$ cat src/rtl/apu_ahbl_manager_pkg.sv
// Shared AHB-Lite encodings, pipeline slot layout and the local-error rule
// for the APU AHB-Lite manager.
package apu_ahbl_manager_pkg;

  localparam logic [1:0] HTRANS_IDLE   = 2'b00;
  localparam logic [1:0] HTRANS_NONSEQ = 2'b10;

  localparam logic [2:0] HSIZE_BYTE = 3'd0;
  localparam logic [2:0] HSIZE_HALF = 3'd1;
  localparam logic [2:0] HSIZE_WORD = 3'd2;

  typedef struct packed {
    logic       valid;
    logic       lerr;
    logic       write;
    logic [2:0] size;
    logic [1:0] addr_lo;
  } slot_t;

  // Commands that can never be a legal AHB transfer stay in the pipeline as
  // placeholders so their error response keeps its place in the order.
  function automatic logic is_local_err(input logic [2:0] size, input logic [1:0] addr_lo);
    case (size)
      HSIZE_BYTE: is_local_err = 1'b0;
      HSIZE_HALF: is_local_err = addr_lo[0];
      HSIZE_WORD: is_local_err = (addr_lo != 2'b00);
      default:    is_local_err = 1'b1;
    endcase
  endfunction

endpackage

$ cat src/rtl/apu_ahbl_lane_steer.sv
// Byte-lane steering: write-data replication and read-data shift/mask,
// keyed on transfer size and the low address bits.
module apu_ahbl_lane_steer
  import apu_ahbl_manager_pkg::*;
(
  input  logic [2:0]  i_size,
  input  logic [1:0]  i_addr_lo,
  input  logic [31:0] i_wdata,
  input  logic [31:0] i_hrdata,
  output logic [31:0] o_hwdata,
  output logic [31:0] o_rdata
);

  logic [31:0] w_shifted;

  assign w_shifted = i_hrdata >> {i_addr_lo, 3'b000};

  always_comb begin
    o_hwdata = i_wdata;
    o_rdata  = w_shifted;
    case (i_size)
      HSIZE_BYTE: begin
        o_hwdata = {4{i_wdata[7:0]}};
        o_rdata  = {24'd0, w_shifted[7:0]};
      end
      HSIZE_HALF: begin
        o_hwdata = {2{i_wdata[15:0]}};
        o_rdata  = {16'd0, w_shifted[15:0]};
      end
      default: begin
        o_hwdata = i_wdata;
        o_rdata  = w_shifted;
      end
    endcase
  end

endmodule

$ cat src/rtl/apu_ahbl_manager.sv
// AHB-Lite manager: valid/ready commands become single NONSEQ transfers with
// pipelined address (A) and data (D) slots; one in-order response per command.
module apu_ahbl_manager
  import apu_ahbl_manager_pkg::*;
#(
  parameter int W_ADDR = 16
) (
  input  logic              clk,
  input  logic              rst_n,
  input  logic              cmd_valid,
  output logic              cmd_ready,
  input  logic [W_ADDR-1:0] cmd_addr,
  input  logic              cmd_write,
  input  logic [2:0]        cmd_size,
  input  logic [31:0]       cmd_wdata,
  output logic              rsp_valid,
  output logic [31:0]       rsp_rdata,
  output logic              rsp_err,
  output logic [W_ADDR-1:0] ahblm_haddr,
  output logic [1:0]        ahblm_htrans,
  output logic              ahblm_hwrite,
  output logic [2:0]        ahblm_hsize,
  input  logic              ahblm_hready,
  output logic [31:0]       ahblm_hwdata,
  input  logic [31:0]       ahblm_hrdata,
  input  logic              ahblm_hresp
);

  slot_t             r_a;
  slot_t             r_d;
  logic [W_ADDR-1:0] r_a_haddr;
  logic [31:0]       r_a_wdata;
  logic [31:0]       r_d_wdata;
  logic              r_rsp_valid;
  logic              r_rsp_err;
  logic [31:0]       r_rsp_rdata;

  logic              w_err1;
  logic              w_cmd_fire;
  logic [31:0]       w_rdata;

  // First cycle of a two-cycle ERROR response from the slave in D.
  assign w_err1     = r_d.valid && ahblm_hresp && !ahblm_hready;
  assign cmd_ready  = ahblm_hready && !w_err1;
  assign w_cmd_fire = cmd_valid && cmd_ready;

  apu_ahbl_lane_steer u_lane_steer (
    .i_size    (r_d.size),
    .i_addr_lo (r_d.addr_lo),
    .i_wdata   (r_d_wdata),
    .i_hrdata  (ahblm_hrdata),
    .o_hwdata  (ahblm_hwdata),
    .o_rdata   (w_rdata)
  );

  always_ff @(posedge clk or negedge rst_n) begin
    if (!rst_n) begin
      r_a         <= '0;
      r_d         <= '0;
      r_a_haddr   <= '0;
      r_a_wdata   <= '0;
      r_d_wdata   <= '0;
      r_rsp_valid <= 1'b0;
      r_rsp_err   <= 1'b0;
      r_rsp_rdata <= '0;
    end else begin
      r_rsp_valid <= 1'b0;
      r_rsp_err   <= 1'b0;
      r_rsp_rdata <= '0;
      // Cancel the pending address phase; it still answers with an error later.
      if (w_err1 && r_a.valid) begin
        r_a.lerr <= 1'b1;
      end
      if (ahblm_hready) begin
        r_d       <= r_a;
        r_d_wdata <= r_a_wdata;
        if (w_cmd_fire) begin
          r_a.valid   <= 1'b1;
          r_a.lerr    <= is_local_err(cmd_size, cmd_addr[1:0]);
          r_a.write   <= cmd_write;
          r_a.size    <= cmd_size;
          r_a.addr_lo <= cmd_addr[1:0];
          r_a_haddr   <= cmd_addr;
          r_a_wdata   <= cmd_write ? cmd_wdata : 32'd0;
        end else begin
          r_a <= '0;
        end
        if (r_d.valid) begin
          r_rsp_valid <= 1'b1;
          r_rsp_err   <= ahblm_hresp | r_d.lerr;
          r_rsp_rdata <= (ahblm_hresp || r_d.lerr || r_d.write) ? 32'd0 : w_rdata;
        end
      end
    end
  end

  assign ahblm_haddr  = r_a_haddr;
  assign ahblm_htrans = (r_a.valid && !r_a.lerr) ? HTRANS_NONSEQ : HTRANS_IDLE;
  assign ahblm_hwrite = r_a.write;
  assign ahblm_hsize  = r_a.size;
  assign rsp_valid    = r_rsp_valid;
  assign rsp_err      = r_rsp_err;
  assign rsp_rdata    = r_rsp_rdata;

endmodule

$ cat config.mk
export PLATFORM = sky130hd
export DESIGN_NAME = apu_ahbl_manager
export DESIGN_NICKNAME = d
export VERILOG_FILES = /design/src/rtl/apu_ahbl_manager_pkg.sv /design/src/rtl/apu_ahbl_lane_steer.sv /design/src/rtl/apu_ahbl_manager.sv
export SDC_FILE = /design/constraint.sdc
export NUM_CORES = 1
export LEC_CHECK = 0
export CORE_MARGIN = 5
export CORE_UTILIZATION = 43
export DETAILED_ROUTE_END_ITERATION = 7
export GPL_TIMING_DRIVEN = 1
export HOLD_SLACK_MARGIN = 0.03
export PLACE_DENSITY = 0.82
export SLEW_MARGIN = 20
export SYNTH_ARGS = -nofsm -noshare
export SYNTH_HDL_FRONTEND = slang
export SYNTH_HIERARCHICAL = 1
export SYNTH_SLANG_ARGS = --single-unit
$ cat constraint.sdc
create_clock -name clk -period 1.7 [get_ports clk]
set_input_delay 0.34 -clock clk [delete_from_list [all_inputs] [get_ports clk]]
set_output_delay 0.34 -clock clk [all_outputs]
set_load 0.02 [all_outputs]
After elaboration in Yosys (flattened, before gate mapping)
Index checks and enable logic that the tools add are counted.
{"block": "op_classes", "n_eq_ne": 3, "shifts": 1, "mux": 15, "bitwise_logic": 1, "n_reduce_logical": 16}
{"operator": "32-bit 2-to-1 mux", "count": 4}
{"operator": "32-bit one-hot mux with 2 select lines", "count": 2}
{"operator": "32-bit by 5-bit >> shifter with 32-bit output", "count": 1}
{"operator": "8-bit 2-to-1 mux", "count": 1}
{"operator": "7-bit 2-to-1 mux", "count": 1}
{"operator": "3-bit by 1-bit equality test with 1-bit output, second input constant", "count": 2}
{"operator": "1-bit logical AND", "count": 6}
{"operator": "3-bit logical NOT", "count": 2}
{"operator": "1-bit 2-to-1 mux", "count": 5}
{"operator": "2-bit nonzero test", "count": 2}
{"operator": "3-bit by 2-bit equality test with 1-bit output, second input constant", "count": 1}
{"operator": "1-bit logical NOT", "count": 3}
{"operator": "1-bit one-hot mux with 3 select lines", "count": 1}
{"operator": "1-bit logical OR", "count": 2}
{"operator": "2-bit 2-to-1 mux", "count": 1}
{"operator": "2-bit AND reduction", "count": 1}
{"operator": "1-bit bitwise OR", "count": 1}
{"block": "word_totals", "register_bits": 130, "inputBits": 89}

Logic depth before layout (Yosys ltp)
Gate-level depths: netlist of the first run.
{"block": "logic_depth", "depth_word": 7, "ltp_mapped": 6, "ltp_nobuf": 4}

Hierarchy
Netlist of the first run, hierarchy kept.
{"module": "apu_ahbl_manager", "instances": 1, "cells_each": 408, "area_each_um2": 4830.9, "seq_area_each_um2": 3253.1}
{"module": "apu_ahbl_lane_steer", "instances": 1, "cells_each": 145, "area_each_um2": 1047.3, "seq_area_each_um2": 0.0}

Least setup slack after synthesis of the first run
Ideal clock, no wire load.
{"block": "synth_timing", "path_kind": "register to output", "startpoint": "register r_d[2] (netlist bit)", "endpoint": "output ahblm_hwdata[12]", "t_arrival_ns": 1.323, "setup_slack_ns": 0.037, "path_stages_with_launch": 5, "n_path_buf": 2, "cell_sequence": "dfrtp_1 > buf_6 > nor3_4 > buf_8 > mux2_4"}
{"block": "synth_between", "elab_chain_cells": 2, "elab_cells_between_ends": 3, "classes_between": "eq/ne (1); mux (1); reduce/logical (1)"}
{"element": "from (decl)", "line": "apu_ahbl_manager.sv:30", "text": "slot_t r_d;"}
{"element": "from (signal assigned)", "line": "apu_ahbl_manager.sv:75", "text": "r_d <= r_a;"}
{"element": "3-bit by 1-bit equality test with 1-bit output / 3-bit logical NOT (equally long branches)", "line": "apu_ahbl_lane_steer.sv:21", "text": "case (i_size)"}
{"element": "32-bit one-hot mux with 2 select lines *", "line": "apu_ahbl_lane_steer.sv:21"}
{"element": "to (decl)", "line": "apu_ahbl_manager.sv:24", "text": "output logic [31:0] ahblm_hwdata,"}
Every way passes the cells marked *; elsewhere a longest branch is shown, timed or not.

Final worst setup path of the first run
{"block": "layout_timing", "startpoint": "register r_d[3] (netlist bit)", "endpoint": "output ahblm_hwdata[26]"}
The elaborated chain is that of the path after synthesis.

==> results.py, run 1 <==
metrics = {
    "timing": {
        "worst_slew_pin_slew_ns": 0.545,
        "final_period_demand_of_the_worst_path_ns": 2.08,
        "final.setup.worst_slack_ns": -0.375,
        "slew_viol_final": 0,
        "final-hold-violation-count": 0,
        "timing.setup.tns_ns": -7.76,
        "timing.final.setup_violations": 24,
        "setup_repair_after_global_routing_missed_its_margin": "true",
        "finalCritPeriodShare_pct": 122,
        "maxClockFrequency_mhz": 482,
        "worst_slew_margin_rel_pct": 63.5,
        "clock-skew-final_ns": 0.00752,
    },
    "grt": {
        "first_pass_grt_wire_length_um": 26500,
        "gr-total-overflow": 0,
        "first_global_vias": 4963,
        "grt_max_degree": 50,
        "number_of_antenna_violations_at_the_first_check_in_global_routing": 2,
        "globalRouteTotalUtil_pct": 21.0,
    },
    "yosys": {
        "synth_register_bits": 130,
        "ys_types": 31,
        "yosys.area_share.adder_pct": 0,
        "synth_cells": 553,
        "synth_area_per_cell_sq_um": 10.6,
        "mappedNetlistArea_sq_um": 5880,
        "yosys.area_share.xor_xnor_pct": 0,
        "synthesis.yosys.warnings": 6,
        "synth_simple_gate_area_share_pct": 19.5,
        "post_synth_mux_area_share_pct": 13.6,
        "synth-seq-area-share_pct": 55.3,
        "main_combinational_cell_family_by_area_after_synthesis": "simple AND/OR/NAND/NOR gates",
        "synth_compound_area_share_pct": 5.68,
        "synth.net_count": 642,
    },
    "worst_setup_path": {
        "worstPathArrival_ns": 1.74,
        "worst_setup_path_end_kind": "output port",
        "worstSetupStartpointType": "flip-flop",
        "crit_path_max_fanout": 6,
        "timing_worst_setup_path_type": "flip-flop to output port",
        "cp.required_ns": 1.36,
    },
    "place": {
        "gp_congestion": 0.851,
        "portBuffers": 176,
        "dp_worst_setup_slack_ns": -0.343,
        "placed_cells": 880,
        "hpwl_um": 11800,
    },
    "drt": {
        "remaining_drc_errors": 0,
        "wire_per_inst_um": 18.8,
        "wl_um": 17300,
        "drt-initial-drc-count": 373,
        "vias_per_cell": 5.16,
        "vias": 4742,
        "drtPass1Iterations": 4,
        "ant_nets": 0,
    },
    "worst_hold_path": {
        "hold_path.class": "primary input to flip-flop",
    },
    "layout": {
        "layoutNonFillerInstCount": 919,
        "area_growth_synth_to_finish_pct": 49.8,
        "final_net_count": 820,
        "drive_gt1_share_pct": 23.2,
        "layout.core_utilization_pct": 66.0,
    },
    "die": {
        "pin_count": 178,
        "core_area_sq_um": 13300,
        "floorplan.die_area_sq_um": 16100,
        "placement_rows": 42,
        "horiz_die_dim_um": 127,
        "start_util_pct": 44.0,
        "floorplan.die.height_um": 127,
    },
    "clock_network": {
        "cts_root_buffer": "clkbuf_16",
        "clkSlewWorstSetupHoldPaths_ns": 0.06,
        "max-clock-path-buffers": 2,
        "cts_max_level": 4,
        "cts_tree": "built",
        "insertion_delay_ns": 0.40,
        "clock-sinks": 130,
        "cts-buffers-inserted": 17,
    },
    "pwr": {
        "p_per_area_nw_per_um2": 1100,
        "power.static_leakage_nw": 4.57,
        "ir_drop_uv": 673,
    },
    "status": {
        "violations": "negative setup slack",
        "outcome": "complete, but fails checks",
    },
    "run": {
        "max_cap_violations": 0,
    },
}
worst max-delay path, stage by stage (launching register included):
cell and delay (ns):
dfrtp_2 0.45, nor2_4 0.21, buf_6 0.16, buf_16 0.14, nor2_4 0.04, a21oi_2 0.17
buf_6 0.15
cell families after synthesis:
| group | after synthesis |
|---|---|
| DFF | 130 |
| AOI/OAI and AO/OA | 52 |
| buffers and inverters | 58 |
| muxes | 72 |
| and+or+nand+nor | 240 |
| other | 1 |
final timing paths:
kind | start | endpoint | slack (ns) | cells past startpoint
setup / recovery | r_d[3] | ahblm_hwdata[26] | -0.38 | 6
hold / removal | ahblm_hready | r_a[1] | 0.22 | 2
setup reg to reg | r_d[3] | rsp_rdata[28] | 0.20 | 5
hold reg to reg | r_a_wdata[21] | r_a_wdata[21] | 0.46 | 2
max in group asynchronous | rst_n | ahblm_haddr[7] | 0.74 | 3
min in group asynchronous | rst_n | r_d_wdata[1] | 0.39 | 2
stage by stage:
stage | power, mW | hold slack, ns | instance area (sq um)
2_1_floorplan | 4.76 | 0.0444 | 5880
4_1_cts | 9.54 | 0.205 | 8570
6_report | 9.68 | 0.222 | 8810
5_1_grt | 10.1 | 0.243 | 8810
3_3_place_gp | 5.74 | 0.265 | 7870
3_5_place_dp | 5.82 | 0.270 | 7870
synthesized netlist by cell type:
library cell | n | area [sq um]
nand2_4 | 1 | 11.3
nor3_1 | 1 | 5.00
buf_6 | 3 | 33.8
nor2b_1 | 16 | 100
mux2_4 | 2 | 30.0
conb_1 | 1 | 3.75
a21oi_1 | 17 | 85.1
buf_4 | 20 | 150
buf_1 | 2 | 7.51
inv_1 | 8 | 30.0
dfrtp_1 | 130 | 3250
o21bai_2 | 1 | 11.3
mux2i_1 | 16 | 160
a31oi_1 | 1 | 6.26
nand3_1 | 32 | 160
clkbuf_1 | 10 | 37.5
nor3_4 | 1 | 16.3
o21ai_0 | 7 | 35.0
mux2_2 | 54 | 608
and2_1 | 41 | 257
nor2_1 | 21 | 78.8
nand2_1 | 117 | 439
a211oi_1 | 24 | 180
a31o_2 | 1 | 8.76
buf_8 | 1 | 15.0
buf_2 | 11 | 55.1
nand2b_1 | 8 | 50.1
nor2_2 | 1 | 6.26
o21bai_1 | 1 | 7.51
nor4_4 | 1 | 21.3
clkbuf_2 | 3 | 15.0
cell type report:
class	count	area [sq um]
flip-flops and latches	130	3260
diodes	2	5.00
fillers	1006	4540
clock buffers	19	443
multi-input cells	365	2450
well taps	176	220
repair buffers	209	2260
clock inverters	10	138
inverters	8	30.0
what timing repair did:
action	4_1_cts	5_1_grt
buffers inserted	3	1
endpoints found under the setup margin	59	48
resized for setup	191	63
endpoints found under the hold margin	20	0
hold buffers	1	0
pin swaps	2	1
gates cloned	2	1
state kept, by name, indices dropped and copies added (netlist names):
| signal | cells |
|---|---|
| rsp_err | 1 |
| r_a_wdata | 32 |
| rsp_valid | 1 |
| ahblm_hsize | 3 |
| rsp_rdata | 32 |
| ahblm_hwrite | 1 |
| r_d | 8 |
| r_a | 4 |
| r_d_wdata | 32 |
| ahblm_haddr | 16 |
report_power, final:
part | switching (mW) | total [mW] | leakage, nW | internal (mW)
logic | 1.20 | 2.45 | 2.58 | 1.25
clock network | 1.27 | 3.58 | 0.281 | 2.31
registers | 0.265 | 3.66 | 1.70 | 3.39
routing by layer:
layer	GRT usage, %	vias up	wire length (um)
li1	-	2176	-
met1	25.2	2326	6650
met2	35.4	193	9020
met3	4.92	47	1010
met4	10.3	0	630
met5	0	-	0
placed cells by master (no fill, tap or decap), types with 18 or more instances in the layout:
cell type,Yosys,final
clkdlybuf4s50_1,0,95
mux2_2,54,40
dlygate4sd2_1,0,32
buf_6,3,25
dfrtp_1,130,124
and2_1,41,40
clkbuf_16,0,18
a211oi_1,24,24
nand3_1,32,32
nand2_1,117,117
dlymetal6s2s_1,0,20
(Power assumes the default switching activity.)
==> run 2, diff against run 1 <==
- GPL_TIMING_DRIVEN: 1 -> default
==> results of run 2 <==
Same layout as run 1: the final DEF is identical, and so are final timing and power.
==> run 3, diff against run 2 <==
- CORE_UTILIZATION: 43 -> 42
- SYNTH_HIERARCHICAL: 1 -> default
==> run 3 against run 2 <==
Effect of this change:
- the run still ends with negative setup slack left
- utilization is 0.74 points higher
- design area is 0.47% lower
- clock skew shrank 0.0025 ns
- via count down 2.1%
- count of clock-buffer cells in the layout increased by 4
- first-iteration DRC count fell by 25%
- sequential power fell by 1%
- critical path depth decreased by 1
- register-to-register slack worse by 0.16 ns
- area after synthesis shrank 4.9%
- power shrank 0.74%
- critical path type unchanged
==> results.py, run 3 <==
metrics = {
    "status": {
        "outcome": "complete, but fails checks",
        "violations": "negative setup slack",
    },
    "clock_network": {
        "cts-buffers-inserted": 17,
        "max-clock-path-buffers": 2,
        "clkSlewWorstSetupHoldPaths_ns": 0.05,
        "cts_root_buffer": "clkbuf_16",
        "cts_tree": "built",
        "cts_max_level": 4,
        "clock-sinks": 130,
        "insertion_delay_ns": 0.41,
    },
    "worst_setup_path": {
        "crit_path_max_fanout": 8,
        "cp.required_ns": 1.36,
        "reg2reg_from": "r_d[6]",
        "worstSetupStartpointType": "flip-flop",
        "worstPathArrival_ns": 1.82,
        "reg2reg_slack_ns": 0.04,
        "worst_r2r_endpoint": "rsp_rdata[31]",
        "worstRegToRegCells": 4,
        "timing_worst_setup_path_type": "flip-flop to output port",
        "critical_path.startpoint": "r_d[3]",
        "worst_setup_path_end_kind": "output port",
    },
    "drt": {
        "drtPass1Iterations": 4,
        "vias_per_cell": 5.14,
        "remaining_drc_errors": 0,
        "drt-initial-drc-count": 279,
        "met3RoutedLength_um": 918,
        "ant_nets": 0,
        "wl_um": 16800,
        "vias": 4644,
        "met1_length_um": 6710,
        "detailroute.wirelength.met2_um": 8780,
        "routed.top_layer": "met4",
        "wire_per_inst_um": 18.6,
    },
    "yosys": {
        "synth_register_bits": 130,
        "yosys.area.top_type_share_pct": 58.2,
        "synth_cells": 522,
        "ys.flop_type": "dfrtp_1",
        "share_of_flip_flops_with_an_asynchronous_set_or_reset_after_synthesis_pct": 100,
        "synth.net_count": 611,
        "mappedNetlistArea_sq_um": 5590,
        "synth_area_per_cell_sq_um": 10.7,
        "library_cell_occupying_the_most_area_in_the_post_synthesis_netlist": "dfrtp_1",
        "ys_types": 31,
        "yosysMostFrequentCell": "dfrtp_1",
        "synth-seq-area-share_pct": 58.2,
        "synthTopCellsByArea": "dfrtp_1 (58%), mux2_2 (11%), nand2_1 (8.0%)",
        "synth_top_cells_by_count": "dfrtp_1 (130), nand2_1 (119), mux2_2 (56)",
        "synth-edff-count": 0,
        "synthesis.yosys.warnings": 0,
    },
    "pwr": {
        "cell_internal_pwr_mw": 6.94,
        "ir_drop_uv": 787,
        "p_clk_share_pct": 36.6,
        "power.static_leakage_nw": 4.61,
        "power.share.switching_pct": 27.8,
        "p_per_area_nw_per_um2": 1100,
        "p_switching_mw": 2.67,
        "seqPwrFrac_pct": 37.5,
        "combinationalPowerShare_pct": 25.9,
    },
    "die": {
        "core_area_sq_um": 13100,
        "start_util_pct": 42.6,
        "pin_count": 178,
        "placement_rows": 42,
        "floorplan.die.height_um": 125,
        "floorplan.die_area_sq_um": 15700,
        "horiz_die_dim_um": 125,
    },
    "timing": {
        "clock-skew-final_ns": 0.00500,
        "final-hold-violation-count": 0,
        "final_period_demand_of_the_worst_path_ns": 2.16,
        "hold_ws_ns": 0.292,
        "maxClockFrequency_mhz": 464,
        "finalCritPeriodShare_pct": 127,
        "final.setup.worst_slack_ns": -0.455,
        "slew_viol_final": 0,
        "timing.final.setup_violations": 24,
        "setup_repair_after_global_routing_missed_its_margin": "true",
    },
    "worst_hold_path": {
        "timing.hold.worst_endpoint": "rsp_valid",
        "min_from": "ahblm_hready",
        "hold_path.class": "primary input to flip-flop",
        "holdPathStages": 3,
    },
    "place": {
        "dp_worst_setup_slack_ns": -0.380,
        "hpwl_um": 11200,
        "portBuffers": 176,
        "gp_congestion": 0.806,
    },
    "layout": {
        "filler_cell_count": 988,
        "num_antenna_cells": 0,
        "final_net_count": 806,
        "most_frequent_standard_cell_in_the_layout_excluding_fill_and_tap_cells": "dfrtp_1",
        "most-common-layout-cells": "dfrtp_1 (127), nand2_1 (119), clkdlybuf4s50_1 (91)",
        "drive_gt1_share_pct": 27.1,
        "area_growth_synth_to_finish_pct": 56.8,
    },
    "grt": {
        "first_pass_grt_wire_length_um": 26100,
        "first_global_vias": 4996,
        "number_of_antenna_violations_at_the_first_check_in_global_routing": 0,
        "globalRouteTotalUtil_pct": 21.0,
        "grt_max_degree": 52,
        "gr-total-overflow": 0,
    },
    "run": {
        "max_cap_violations": 0,
    },
}
==> run 3: power by group through the flow <==
stage / sequential, mW / combinational [mW] / clock (mW)
2_1_floorplan: 3.65 / 0.974 / 0
3_3_place_gp: 3.60 / 2.10 / 0
3_5_place_dp: 3.62 / 2.14 / 0
4_1_cts: 3.58 / 2.35 / 3.57
5_1_grt: 3.64 / 2.65 / 3.72
6_report: 3.61 / 2.49 / 3.52
==> run 3: cell type report <==
type / count / area, sq um / share of cell area (%)
timing repair buffer: 226 / 2380 / 27.1
sequential: 130 / 3260 / 37.2
clock inverter: 6 / 80.1 / 0.914
inverter: 8 / 30.0 / 0.343
tap: 176 / 220 / 2.51
clock buffer: 23 / 488 / 5.57
multi-input combinational: 334 / 2310 / 26.4
==> run 3: worst max-delay path: stages, from the launching register on <==
cell,delay [ns]
dfrtp_2,0.43
buf_6,0.13
nor3_4,0.23
buf_12,0.18
mux2_4,0.31
buf_6,0.13
==> run 3: how the worst max path moves through the flow <==
stage                     cells past startpoint  slack (ns)          endpoint
final                                         5       -0.46  ahblm_hwdata[15]
after global routing                          5       -0.51  ahblm_hwdata[14]
after CTS                                     5       -0.47  ahblm_hwdata[14]
after detailed placement                      4       -0.38  ahblm_hwdata[15]
after global placement                        4       -0.34  ahblm_hwdata[15]
after floorplan                               4       -0.04  ahblm_hwdata[29]
==> run 3: cell families after synthesis <==
family                 after synthesis  share of synthesized area, %
AOI/OAI and AO/OA                   49                          5.89
DFF                                130                          58.2
other                                1                        0.0671
muxes                               74                          14.5
buffers and inverters               58                          5.01
and+or+nand+nor                    210                          16.4
==> run 3: routing by layer <==
metal / global-route usage, % / vias up
met4: 8.80 / 0
li1: - / 2120
met1: 25.6 / 2318
met2: 34.6 / 175
met5: 0 / -
met3: 6.40 / 31
==> run 3: timing repair <==
| action | in CTS | in global routing |
|---|---|---|
| pin swaps | 2 | 5 |
| setup endpoints to repair | 59 | 58 |
| endpoints found under the hold margin | 32 | 0 |
| resized for setup | 214 | 74 |
| hold buffers | 1 | 0 |
| setup buffers | 6 | 6 |
| cloned | 2 | 1 |
==> run 3: stage by stage <==
stage | power, mW | std cells | instance area (sq um) | TNS [ns] | util [%]
CTS | 9.50 | 900 | 8540 | -10.22 | 65.0
global route | 10.0 | 903 | 8770 | -10.45 | 66.7
floorplan | 4.63 | 522 | 5590 | -0.341 | -
global placement | 5.70 | 862 | 7730 | -13.43 | 58.8
finish | 9.61 | 903 | 8770 | -9.01 | 66.7
detailed placement | 5.76 | 862 | 7730 | -15.00 | 58.8
